==> config.mk <==
export PLATFORM = sky130hd
export DESIGN_NAME = fp_compare_pipe_flat
export DESIGN_NICKNAME = d
export VERILOG_FILES = /design/src/rtl/fp_cmp_pkg.sv /design/src/rtl/fp_compare_pipe_if.sv /design/src/rtl/fp_compare_pipe_classify.sv /design/src/rtl/fp_compare_pipe.sv /design/src/flat_wrapper.sv
export SDC_FILE = /design/constraint.sdc
export NUM_CORES = 1
export LEC_CHECK = 0
export BUFFER_PORTS_ARGS = -buffer_cell sky130_fd_sc_hd__buf_4
export CAP_MARGIN = 15
export CORE_UTILIZATION = 53
export CTS_BUF_LIST = sky130_fd_sc_hd__clkbuf_4
export DETAILED_ROUTE_END_ITERATION = 6
export GPL_TIMING_DRIVEN = 0
export PLACE_DENSITY = 0.79
export SKIP_CTS_REPAIR_TIMING = 1
export SLEW_MARGIN = 20
export SYNTH_ARGS = -nofsm -noshare
export SYNTH_HDL_FRONTEND = slang
export SYNTH_HIERARCHICAL = 1
export SYNTH_SLANG_ARGS = --single-unit
==> constraint.sdc <==
create_clock -name clk -period 3.9 [get_ports clk]
set_input_delay 0.78 -clock clk [delete_from_list [all_inputs] [get_ports clk]]
set_output_delay 0.78 -clock clk [all_outputs]
set_load 0.005 [all_outputs]
==> src/rtl/fp_cmp_pkg.sv <==
// Shared constants, operand class record and canonical quiet-NaN builder
// for the pipelined floating-point comparator.
package fp_cmp_pkg;

  localparam int unsigned MAX_W = 64;

  localparam logic [2:0] REL_GT = 3'b100;
  localparam logic [2:0] REL_EQ = 3'b010;
  localparam logic [2:0] REL_LT = 3'b001;
  localparam logic [2:0] REL_UN = 3'b000;

  typedef enum logic [1:0] {
    OP_CMP = 2'd0,
    OP_MIN = 2'd1,
    OP_MAX = 2'd2,
    OP_RSV = 2'd3
  } op_e;

  typedef struct packed {
    logic sign;
    logic isnan;
    logic issnan;
    logic iszero;
    logic isinf;
  } fp_class_t;

  // Positive quiet NaN: exponent all ones, mantissa MSB set, rest zero.
  // Built at MAX_W bits; callers keep the low 1+exp_w+man_w bits.
  function automatic logic [MAX_W-1:0] canon_qnan(input int unsigned exp_w,
                                                  input int unsigned man_w);
    logic [MAX_W-1:0] r;
    r = '0;
    for (int unsigned i = 0; i < MAX_W; i++) begin
      if ((i + 1 >= man_w) && (i < man_w + exp_w)) r[i] = 1'b1;
    end
    return r;
  endfunction

endpackage

==> src/rtl/fp_compare_pipe_if.sv <==
// Request/response bundle for the FP comparator: valid/ready on the
// operand side and on the result side.
interface fp_compare_pipe_if #(
  parameter int unsigned EXP_W = 8,
  parameter int unsigned MAN_W = 23,
  parameter int unsigned TAG_W = 5
);
  localparam int unsigned W = 1 + EXP_W + MAN_W;

  logic             in_valid;
  logic             in_ready;
  logic [1:0]       in_op;
  logic [W-1:0]     in_a;
  logic [W-1:0]     in_b;
  logic [TAG_W-1:0] in_tag;

  logic             out_valid;
  logic             out_ready;
  logic [2:0]       out_rel;
  logic [W-1:0]     out_val;
  logic [TAG_W-1:0] out_tag;
  logic             out_inv;

  // Environment side: issues operations and consumes results.
  modport master (
    output in_valid, in_op, in_a, in_b, in_tag, out_ready,
    input  in_ready, out_valid, out_rel, out_val, out_tag, out_inv
  );

  // Comparator side.
  modport slave (
    input  in_valid, in_op, in_a, in_b, in_tag, out_ready,
    output in_ready, out_valid, out_rel, out_val, out_tag, out_inv
  );

endinterface

==> src/rtl/fp_compare_pipe_classify.sv <==
// Combinational IEEE-754 class bits for one operand.
module fp_classify
  import fp_cmp_pkg::*;
#(
  parameter int unsigned EXP_W = 8,
  parameter int unsigned MAN_W = 23
) (
  input  logic [EXP_W+MAN_W:0] x_i,
  output fp_class_t            cls_o
);

  logic [EXP_W-1:0] exp_f;
  logic [MAN_W-1:0] man_f;
  logic             exp_ones;
  logic             man_zero;

  assign exp_f    = x_i[MAN_W +: EXP_W];
  assign man_f    = x_i[MAN_W-1:0];
  assign exp_ones = &exp_f;
  assign man_zero = (man_f == '0);

  assign cls_o.sign   = x_i[EXP_W+MAN_W];
  assign cls_o.isnan  = exp_ones && !man_zero;
  assign cls_o.issnan = exp_ones && !man_zero && !man_f[MAN_W-1];
  assign cls_o.iszero = (exp_f == '0) && man_zero;
  assign cls_o.isinf  = exp_ones && man_zero;

endmodule

==> src/rtl/fp_compare_pipe.sv <==
// Two-stage pipelined IEEE-754 comparator with MIN/MAX selection.
// S1 classifies both operands and compares magnitudes; S2 resolves the
// relation and selected value and drives the result handshake.
module fp_compare_pipe
  import fp_cmp_pkg::*;
#(
  parameter int unsigned EXP_W = 8,
  parameter int unsigned MAN_W = 23,
  parameter int unsigned TAG_W = 5
) (
  input logic              clk,
  input logic              rst,
  fp_compare_pipe_if.slave bus
);

  localparam int unsigned      W         = 1 + EXP_W + MAN_W;
  localparam logic [MAX_W-1:0] QNAN_FULL = canon_qnan(EXP_W, MAN_W);
  localparam logic [W-1:0]     QNAN      = QNAN_FULL[W-1:0];

  typedef struct packed {
    op_e              op;
    logic [W-1:0]     a;
    logic [W-1:0]     b;
    logic [TAG_W-1:0] tag;
    fp_class_t        ca;
    fp_class_t        cb;
    logic             mag_gt;
    logic             mag_eq;
  } s1_t;

  typedef struct packed {
    logic [2:0]       rel;
    logic [W-1:0]     val;
    logic [TAG_W-1:0] tag;
    logic             inv;
  } s2_t;

  fp_class_t cls_a;
  fp_class_t cls_b;
  logic      s1_valid_q, s1_valid_d;
  logic      s2_valid_q, s2_valid_d;
  s1_t       s1_q, s1_d;
  s2_t       s2_q, s2_d;
  s2_t       res;
  logic      s1_load;
  logic      s2_load;

  fp_classify #(.EXP_W(EXP_W), .MAN_W(MAN_W)) u_cls_a (.x_i(bus.in_a), .cls_o(cls_a));
  fp_classify #(.EXP_W(EXP_W), .MAN_W(MAN_W)) u_cls_b (.x_i(bus.in_b), .cls_o(cls_b));

  // Handshake and S1 capture: a stage loads when empty or when its occupant leaves this edge.
  always_comb begin
    s2_load    = !s2_valid_q || bus.out_ready;
    s1_load    = !s1_valid_q || s2_load;
    s1_valid_d = s1_load ? bus.in_valid : s1_valid_q;
    s2_valid_d = s2_load ? s1_valid_q : s2_valid_q;
    s1_d       = s1_q;
    if (s1_load && bus.in_valid) begin
      s1_d.op     = op_e'(bus.in_op);
      s1_d.a      = bus.in_a;
      s1_d.b      = bus.in_b;
      s1_d.tag    = bus.in_tag;
      s1_d.ca     = cls_a;
      s1_d.cb     = cls_b;
      s1_d.mag_gt = bus.in_a[W-2:0] > bus.in_b[W-2:0];
      s1_d.mag_eq = bus.in_a[W-2:0] == bus.in_b[W-2:0];
    end
  end

  // S2 resolve: relation from class bits and magnitude order, then MIN/MAX selection.
  always_comb begin
    res     = '0;
    res.tag = s1_q.tag;
    res.inv = s1_q.ca.issnan || s1_q.cb.issnan;
    if (s1_q.ca.isnan || s1_q.cb.isnan)             res.rel = REL_UN;
    else if (s1_q.ca.iszero && s1_q.cb.iszero)      res.rel = REL_EQ;
    else if (s1_q.ca.sign != s1_q.cb.sign)          res.rel = s1_q.ca.sign ? REL_LT : REL_GT;
    else if (s1_q.ca.isinf && s1_q.cb.isinf)        res.rel = REL_EQ;
    else if (s1_q.mag_eq)                           res.rel = REL_EQ;
    else if (s1_q.mag_gt ^ s1_q.ca.sign)            res.rel = REL_GT;
    else                                            res.rel = REL_LT;

    case (s1_q.op)
      OP_MIN, OP_MAX: begin
        if (s1_q.ca.isnan && s1_q.cb.isnan)         res.val = QNAN;
        else if (s1_q.ca.isnan)                     res.val = s1_q.b;
        else if (s1_q.cb.isnan)                     res.val = s1_q.a;
        // Opposite-signed zeros: MIN prefers the negative one, MAX the positive one.
        else if (s1_q.ca.iszero && s1_q.cb.iszero)
          res.val = ((s1_q.op == OP_MIN) == s1_q.ca.sign) ? s1_q.a : s1_q.b;
        else if (s1_q.op == OP_MIN)                 res.val = (res.rel == REL_GT) ? s1_q.b : s1_q.a;
        else                                        res.val = (res.rel == REL_LT) ? s1_q.b : s1_q.a;
      end
      default: res.val = '0;
    endcase

    s2_d = (s2_load && s1_valid_q) ? res : s2_q;
  end

  // Pipeline state; reset discards anything in flight.
  always_ff @(posedge clk or posedge rst) begin
    if (rst) begin
      s1_valid_q <= 1'b0;
      s2_valid_q <= 1'b0;
      s1_q       <= '0;
      s2_q       <= '0;
    end else begin
      s1_valid_q <= s1_valid_d;
      s2_valid_q <= s2_valid_d;
      s1_q       <= s1_d;
      s2_q       <= s2_d;
    end
  end

  assign bus.in_ready  = s1_load;
  assign bus.out_valid = s2_valid_q;
  assign bus.out_rel   = s2_q.rel;
  assign bus.out_val   = s2_q.val;
  assign bus.out_tag   = s2_q.tag;
  assign bus.out_inv   = s2_q.inv;

endmodule

==> src/flat_wrapper.sv <==
// flat-port wrapper written by rule: the top's interface ports become plain ports
module fp_compare_pipe_flat import fp_cmp_pkg::*;
#(
  parameter int unsigned EXP_W = 8,
  parameter int unsigned MAN_W = 23,
  parameter int unsigned TAG_W = 5
)
  (clk, rst, bus_in_valid, bus_in_op, bus_in_a, bus_in_b, bus_in_tag, bus_out_ready, bus_in_ready, bus_out_valid, bus_out_rel, bus_out_val, bus_out_tag, bus_out_inv);
  fp_compare_pipe_if #(.EXP_W(EXP_W), .MAN_W(MAN_W), .TAG_W(TAG_W)) bus_i ();
  input logic clk;
  input logic rst;
  input wire logic [$bits(bus_i.in_valid)-1:0] bus_in_valid;
  input wire logic [$bits(bus_i.in_op)-1:0] bus_in_op;
  input wire logic [$bits(bus_i.in_a)-1:0] bus_in_a;
  input wire logic [$bits(bus_i.in_b)-1:0] bus_in_b;
  input wire logic [$bits(bus_i.in_tag)-1:0] bus_in_tag;
  input wire logic [$bits(bus_i.out_ready)-1:0] bus_out_ready;
  output wire logic [$bits(bus_i.in_ready)-1:0] bus_in_ready;
  output wire logic [$bits(bus_i.out_valid)-1:0] bus_out_valid;
  output wire logic [$bits(bus_i.out_rel)-1:0] bus_out_rel;
  output wire logic [$bits(bus_i.out_val)-1:0] bus_out_val;
  output wire logic [$bits(bus_i.out_tag)-1:0] bus_out_tag;
  output wire logic [$bits(bus_i.out_inv)-1:0] bus_out_inv;
  assign bus_i.in_valid = bus_in_valid;
  assign bus_i.in_op = bus_in_op;
  assign bus_i.in_a = bus_in_a;
  assign bus_i.in_b = bus_in_b;
  assign bus_i.in_tag = bus_in_tag;
  assign bus_i.out_ready = bus_out_ready;
  assign bus_in_ready = bus_i.in_ready;
  assign bus_out_valid = bus_i.out_valid;
  assign bus_out_rel = bus_i.out_rel;
  assign bus_out_val = bus_i.out_val;
  assign bus_out_tag = bus_i.out_tag;
  assign bus_out_inv = bus_i.out_inv;
  fp_compare_pipe #(.EXP_W(EXP_W), .MAN_W(MAN_W), .TAG_W(TAG_W)) u_core (.clk(clk), .rst(rst), .bus(bus_i));
endmodule
==> impl_metrics.ini, run 1 <==
[status]
outcome = complete, no violations

[yosys]
synth-main-ff-cell = dfrtp_1
syn_inst = 785
synth_top_area_cell = dfrtp_1
yosysMostFrequentCell = nand2_1
post_synth.cell_area_avg_um2 = 8.760
synthTopCellsByCount = nand2_1 (183), dfrtp_1 (126), o21ai_0 (69)
yosysTopAreaCellShare = 0.4585
synth.top_cells.by_area = dfrtp_1 (46%), nand2_1 (10%), ha_1 (5.8%)
synth.cell_area_um2 = 6877
ys_types = 52
synth-edff-count = 0
synth-seq-cells = 126
seq_area_frac_synth = 0.4585
ys.warnings.count = 6
synth_nets = 892
async_reset_ff_frac = 1.000

[timing]
max_slew_margin = 0.4847
drv_slew = 0
grt_setup_unrepaired = false
post-route-period-util = 0.6103
setup_viol = 0
final.setup_skew_ps = 14.34
tns_ps = 0
finalHoldViolations = 0
worst_pin_slew_ps = 768.3
fmax_mhz = 420.1
fin_crit_ps = 2380

[floorplan]
ios = 118
die_x_um = 115.9
core_um2 = 12620
start_util = 0.5449
dieArea_um2 = 13430
rows = 41
die_h_um = 115.9

[cts]
cts_tree = done
cts_made_buffers = 17
cts_sinks = 126
cts-root-buf = clkbuf_4
clkSlewWorstSetupHoldPaths_ps = 110
cts.path.max_buffers = 2
h-tree-depth = 4
clk_latency_ps = 560

[power]
pwr-share-comb = 0.299
power_uw = 3429
seqPwrFrac = 0.489
switching_power_uw = 1152
irDropWorstVdd_mv = 0.1865
leakage_uw = 0.003937
switching_share = 0.3359
clkPwrFrac = 0.212
p_int_uw = 2277
pwr_density_cell_nw_per_um2 = 416.0

[worst_setup_path]
cp_data_arrival_time_ps = 2870
worstSetupPathType = reg2reg
crit_path_start_kind = flip-flop
cp_max_fo = 10
reg2reg_slack_ps = 1520
cp.required_ps = 4390
cp-end-kind = flip-flop

[layout]
drive_gt1_frac = 0.2092
area_growth_pct = 19.87
antenna_cells = 0
nets = 1031
nFillCells = 1117

[route]
drcViolationCount = 0
wl_um = 19920
vias_per_cell = 5.940
drt_first_pass_iters = 6
drt-initial-drc-count = 859
vias = 6588
routedWlPerCell_um = 17.96
detail-route-antenna-nets = 0

[min_path]
hp-class = in2async

[global_routing]
grt_usage = 0.3124
grt_max_degree = 36
first_global_vias = 6087
grt_pass1_wl_um = 31460
antenna_found_initial = 0
overflow = 0

[placement]
dp.final_hpwl_um = 15000
routabilityCongestion = 0.9452
numPortBuffers = 117

[run]
drv_cap = 0
## metrics by stage
step	hold slack, ps	util	area [um^2]	worst slack [ps]	instances
after floorplan	438.6	-	6880	1567	785
after global placement	454.9	0.6319	7974	759.4	1074
after detailed placement	453.6	0.6366	8034	1256	1077
after CTS	312.8	0.6532	8243	1598	1109
after global routing	343.5	0.6532	8243	1437	1109
final	325.7	0.6532	8243	1520	1109
## final timing paths
kind,startpoint,endpoint,depth (start not counted)
max in group asynchronous,rst,u_core/s1_q[73]$_DFFE_PP0P_,4
hold reg to reg,u_core/res[5]$_DFFE_PP0P_,u_core/bus.out_tag[4]$_DFFE_PP0P_,2
min in group clk,bus_in_tag[3],u_core/res[4]$_DFFE_PP0P_,3
hold / removal,rst,u_core/bus.out_inv$_DFFE_PP0P_,2
setup reg to reg,u_core/s1_q[82]$_DFFE_PP0P_,u_core/bus.out_val[6]$_DFFE_PP0P_,7
setup / recovery,u_core/s1_q[82]$_DFFE_PP0P_,u_core/bus.out_val[6]$_DFFE_PP0P_,7
## placed cells by master, fill, tap and decap left out, drive strengths merged, types with 9 or more instances in the layout
| cell | instances |
|---|---|
| ha | 32 |
| nand4 | 14 |
| buf | 132 |
| inv | 60 |
| nand2 | 183 |
| o21ai | 90 |
| dfrtp | 126 |
| a31o | 26 |
| a22oi | 32 |
| clkinv | 10 |
| a21o | 9 |
| o31ai | 26 |
| clkbuf | 57 |
| a21oi | 45 |
| nor4 | 16 |
## layer usage
layer / part of all wire / global-route usage / vias to the layer above
met4: 0.032 / 0.1427 / 0
met1: 0.42 / 0.4365 / 3086
met5: 0 / 0 / -
met2: 0.45 / 0.4690 / 378
li1: - / - / 3070
met3: 0.097 / 0.06328 / 54
## power groups by stage
stage	logic (uW)	registers, uW	clock network, uW
after floorplan	558	1680	0
after global placement	990	1700	0
after detailed placement	1010	1700	0
after CTS	1020	1670	742
after global routing	1130	1700	791
final	1030	1680	728
## cell families (layout without fill, tap and decap cells)
logic type,Yosys count,in the layout,synth area share
AOI/OAI and AO/OA,260,260,0.2455
xor gates and xnor gates,3,3,0.003822
adders and majority gates,32,32,0.05822
buffers and inverters,110,262,0.06386
DFF,126,126,0.4585
muxes,3,3,0.005458
and+or+nand+nor,251,251,0.1647
## final cells by class
cell class	instances	area, um^2	share of cell area
Sequential cell	126	3153	0.3825
Timing Repair Buffer	120	938.4	0.1138
Inverter	62	236.5	0.02869
Multi-Input combinational cell	549	3284	0.3985
Clock buffer	21	157.7	0.01913
Clock inverter	11	51.30	0.006223
Tap cell	172	215.2	0.02611
Buffer	48	206.4	0.02505
## sequential cells by signal, indices dropped and copies added (netlist names)
register / count
u_core/bus.out_val: 32
u_core/bus.out_valid: 1
u_core/s1_valid_q: 1
u_core/bus.out_inv: 1
u_core/bus.out_rel: 3
u_core/s1_q: 78
u_core/res: 5
u_core/bus.out_tag: 5
## critical path, stage by stage (launching register included)
cell	delay, ps
dfrtp_1	390
inv_1	120
ha_1	290
nor3_4	400
a21boi_1	490
buf_2	380
a22oi_1	110
o21ai_1	130
(Power assumes the default switching activity.)
==> inputs of run 2 (changes only) <==
clock period = 2.15 ns   (was 3.9 ns; I/O delays follow)
==> run 2 against run 1 <==
  * Worst setup slack got worse by 1500 ps
  * First-iteration DRC count increased by 8.1%
  * Via count increased by 0.70%
  * Die area unchanged
  * Routed wire length increased by 0.92%
  * Core utilization increased by 0.95 points
  * Final cell count increased by 0.45%
  * Clock power increased by 81%
  * Sequential share of layout area decreased by 0.55 points
  * Design area increased by 1.5%
  * Maximum frequency increased by 12%
  * Critical path type unchanged
  * Largest cell class unchanged
==> impl_metrics.ini, run 2 (synthesized netlist as in run 1, its figures left out) <==
[layout]
stdcell_area_um2 = 8363
nFillCells = 1096
nets = 1036
multi_input_area_um2 = 3347
final_cells = 1114
antenna_cells = 0
area_growth_pct = 21.62
post-route-util = 0.6627
final_common_cell = nand2_1
largest_reg_flops = 78
drive_gt1_frac = 0.2325
final_cell_mix = nand2_1 (183), dfrtp_1 (126), buf_4 (124)
largest-register = u_core/s1_q
register_area_um2 = 3153

[floorplan]
ios = 118
dieArea_um2 = 13430
die_h_um = 115.9
start_util = 0.5449
die_x_um = 115.9
rows = 41
core_um2 = 12620

[worst_setup_path]
worstSetupPathType = reg2reg
reg2reg_to = u_core/bus.out_val[29]$_DFFE_PP0P_
cp.required_ps = 2610
r2r_cells = 7
r2r_start = u_core/s1_q[82]$_DFFE_PP0P_
cp_data_arrival_time_ps = 2590
cp_max_fo = 6
crit_path_start_kind = flip-flop
reg2reg_slack_ps = 20
cp-end-kind = flip-flop

[min_path]
min_from = bus_in_tag[2]
hp-class = in2reg
hold_depth = 3
holdPathEnd = u_core/res[3]$_DFFE_PP0P_

[route]
vias = 6634
routedWlPerCell_um = 18.05
drt-initial-drc-count = 929
vias_per_cell = 5.955
drt_first_pass_iters = 5
wl_um = 20100
drcViolationCount = 0
detail-route-antenna-nets = 0

[power]
leakage_uw = 0.004004
irDropWorstVdd_mv = 0.3395
pwr_density_cell_nw_per_um2 = 752.4
power_uw = 6292

[cts]
cts_sinks = 126
clkSlewWorstSetupHoldPaths_ps = 100
cts_made_buffers = 17
cts.path.max_buffers = 2
h-tree-depth = 4
cts_tree = done
clk_latency_ps = 560
cts-root-buf = clkbuf_4

[timing]
max_slew_margin = 0.5274
final.setup_skew_ps = 14.04
post-route-period-util = 0.9915
worst_pin_slew_ps = 707.4
setup_viol = 0
drv_slew = 0
finalHoldViolations = 0
fin_crit_ps = 2132
fmax_mhz = 469.1
setup_ws_ps = 18.20

[run]
drv_cap = 0

[placement]
placed_area_um2 = 8034
numPortBuffers = 117
dp.cells = 1077
dp.final_hpwl_um = 15000
routabilityCongestion = 0.9452
dpl_worst_slack_ps = -143.5

[global_routing]
antenna_found_initial = 0
first_global_vias = 6087
grt_usage = 0.3124
grt_pass1_wl_um = 31460
overflow = 0
grt_max_degree = 36

[status]
outcome = complete, no violations
-- run 2: cell type report --
type / instances / share of cell area
Clock buffer: 21 / 0.01885
Timing Repair Buffer: 125 / 0.1170
Clock inverter: 11 / 0.006134
Tap cell: 172 / 0.02573
Buffer: 48 / 0.02678
Inverter: 62 / 0.02828
Multi-Input combinational cell: 549 / 0.4002
Sequential cell: 126 / 0.3770
-- run 2: worst max-delay path: stages, from the launching register on --
cell     delay, ps
dfrtp_1        340
inv_1          100
ha_4           210
o221a_2        290
o21ai_2        360
buf_4          180
mux2_2         320
a31o_2         230
-- run 2: per-layer routing --
| layer | global-route usage | share of wire |
|---|---|---|
| met1 | 0.4365 | 0.42 |
| met2 | 0.4690 | 0.45 |
| met3 | 0.06328 | 0.098 |
| met4 | 0.1427 | 0.033 |
| met5 | 0 | 0 |
-- run 2: how the worst max path moves through the flow --
stage | from | end | slack [ps] | cells after the start
floorplan | rst | u_core/bus.out_inv$_DFFE_PP0P_ | 170 | 1
global placement | rst | u_core/s1_q[53]$_DFFE_PP0P_ | -640 | 2
detailed placement | bus_out_ready | u_core/bus.out_val[6]$_DFFE_PP0P_ | -140 | 7
CTS | u_core/s1_q[82]$_DFFE_PP0P_ | u_core/bus.out_val[6]$_DFFE_PP0P_ | -150 | 7
global route | u_core/s1_q[82]$_DFFE_PP0P_ | u_core/bus.out_val[29]$_DFFE_PP0P_ | -10 | 7
finish | u_core/s1_q[82]$_DFFE_PP0P_ | u_core/bus.out_val[29]$_DFFE_PP0P_ | 20 | 7
-- run 2: metrics by stage --
stage	hold slack [ps]	TNS, ps
after floorplan	438.6	0
after global placement	454.9	-82120
after detailed placement	453.6	-2111
after CTS	-37.25	-2502
after global routing	41.81	-14.90
final	59.51	0
-- run 2: power by group --
part           switching [uW]  internal [uW]  leakage [uW]
clock network             843            474      0.000116
logic                    1010            925       0.00231
registers                 262           2780       0.00158
total                    2120           4180       0.00400
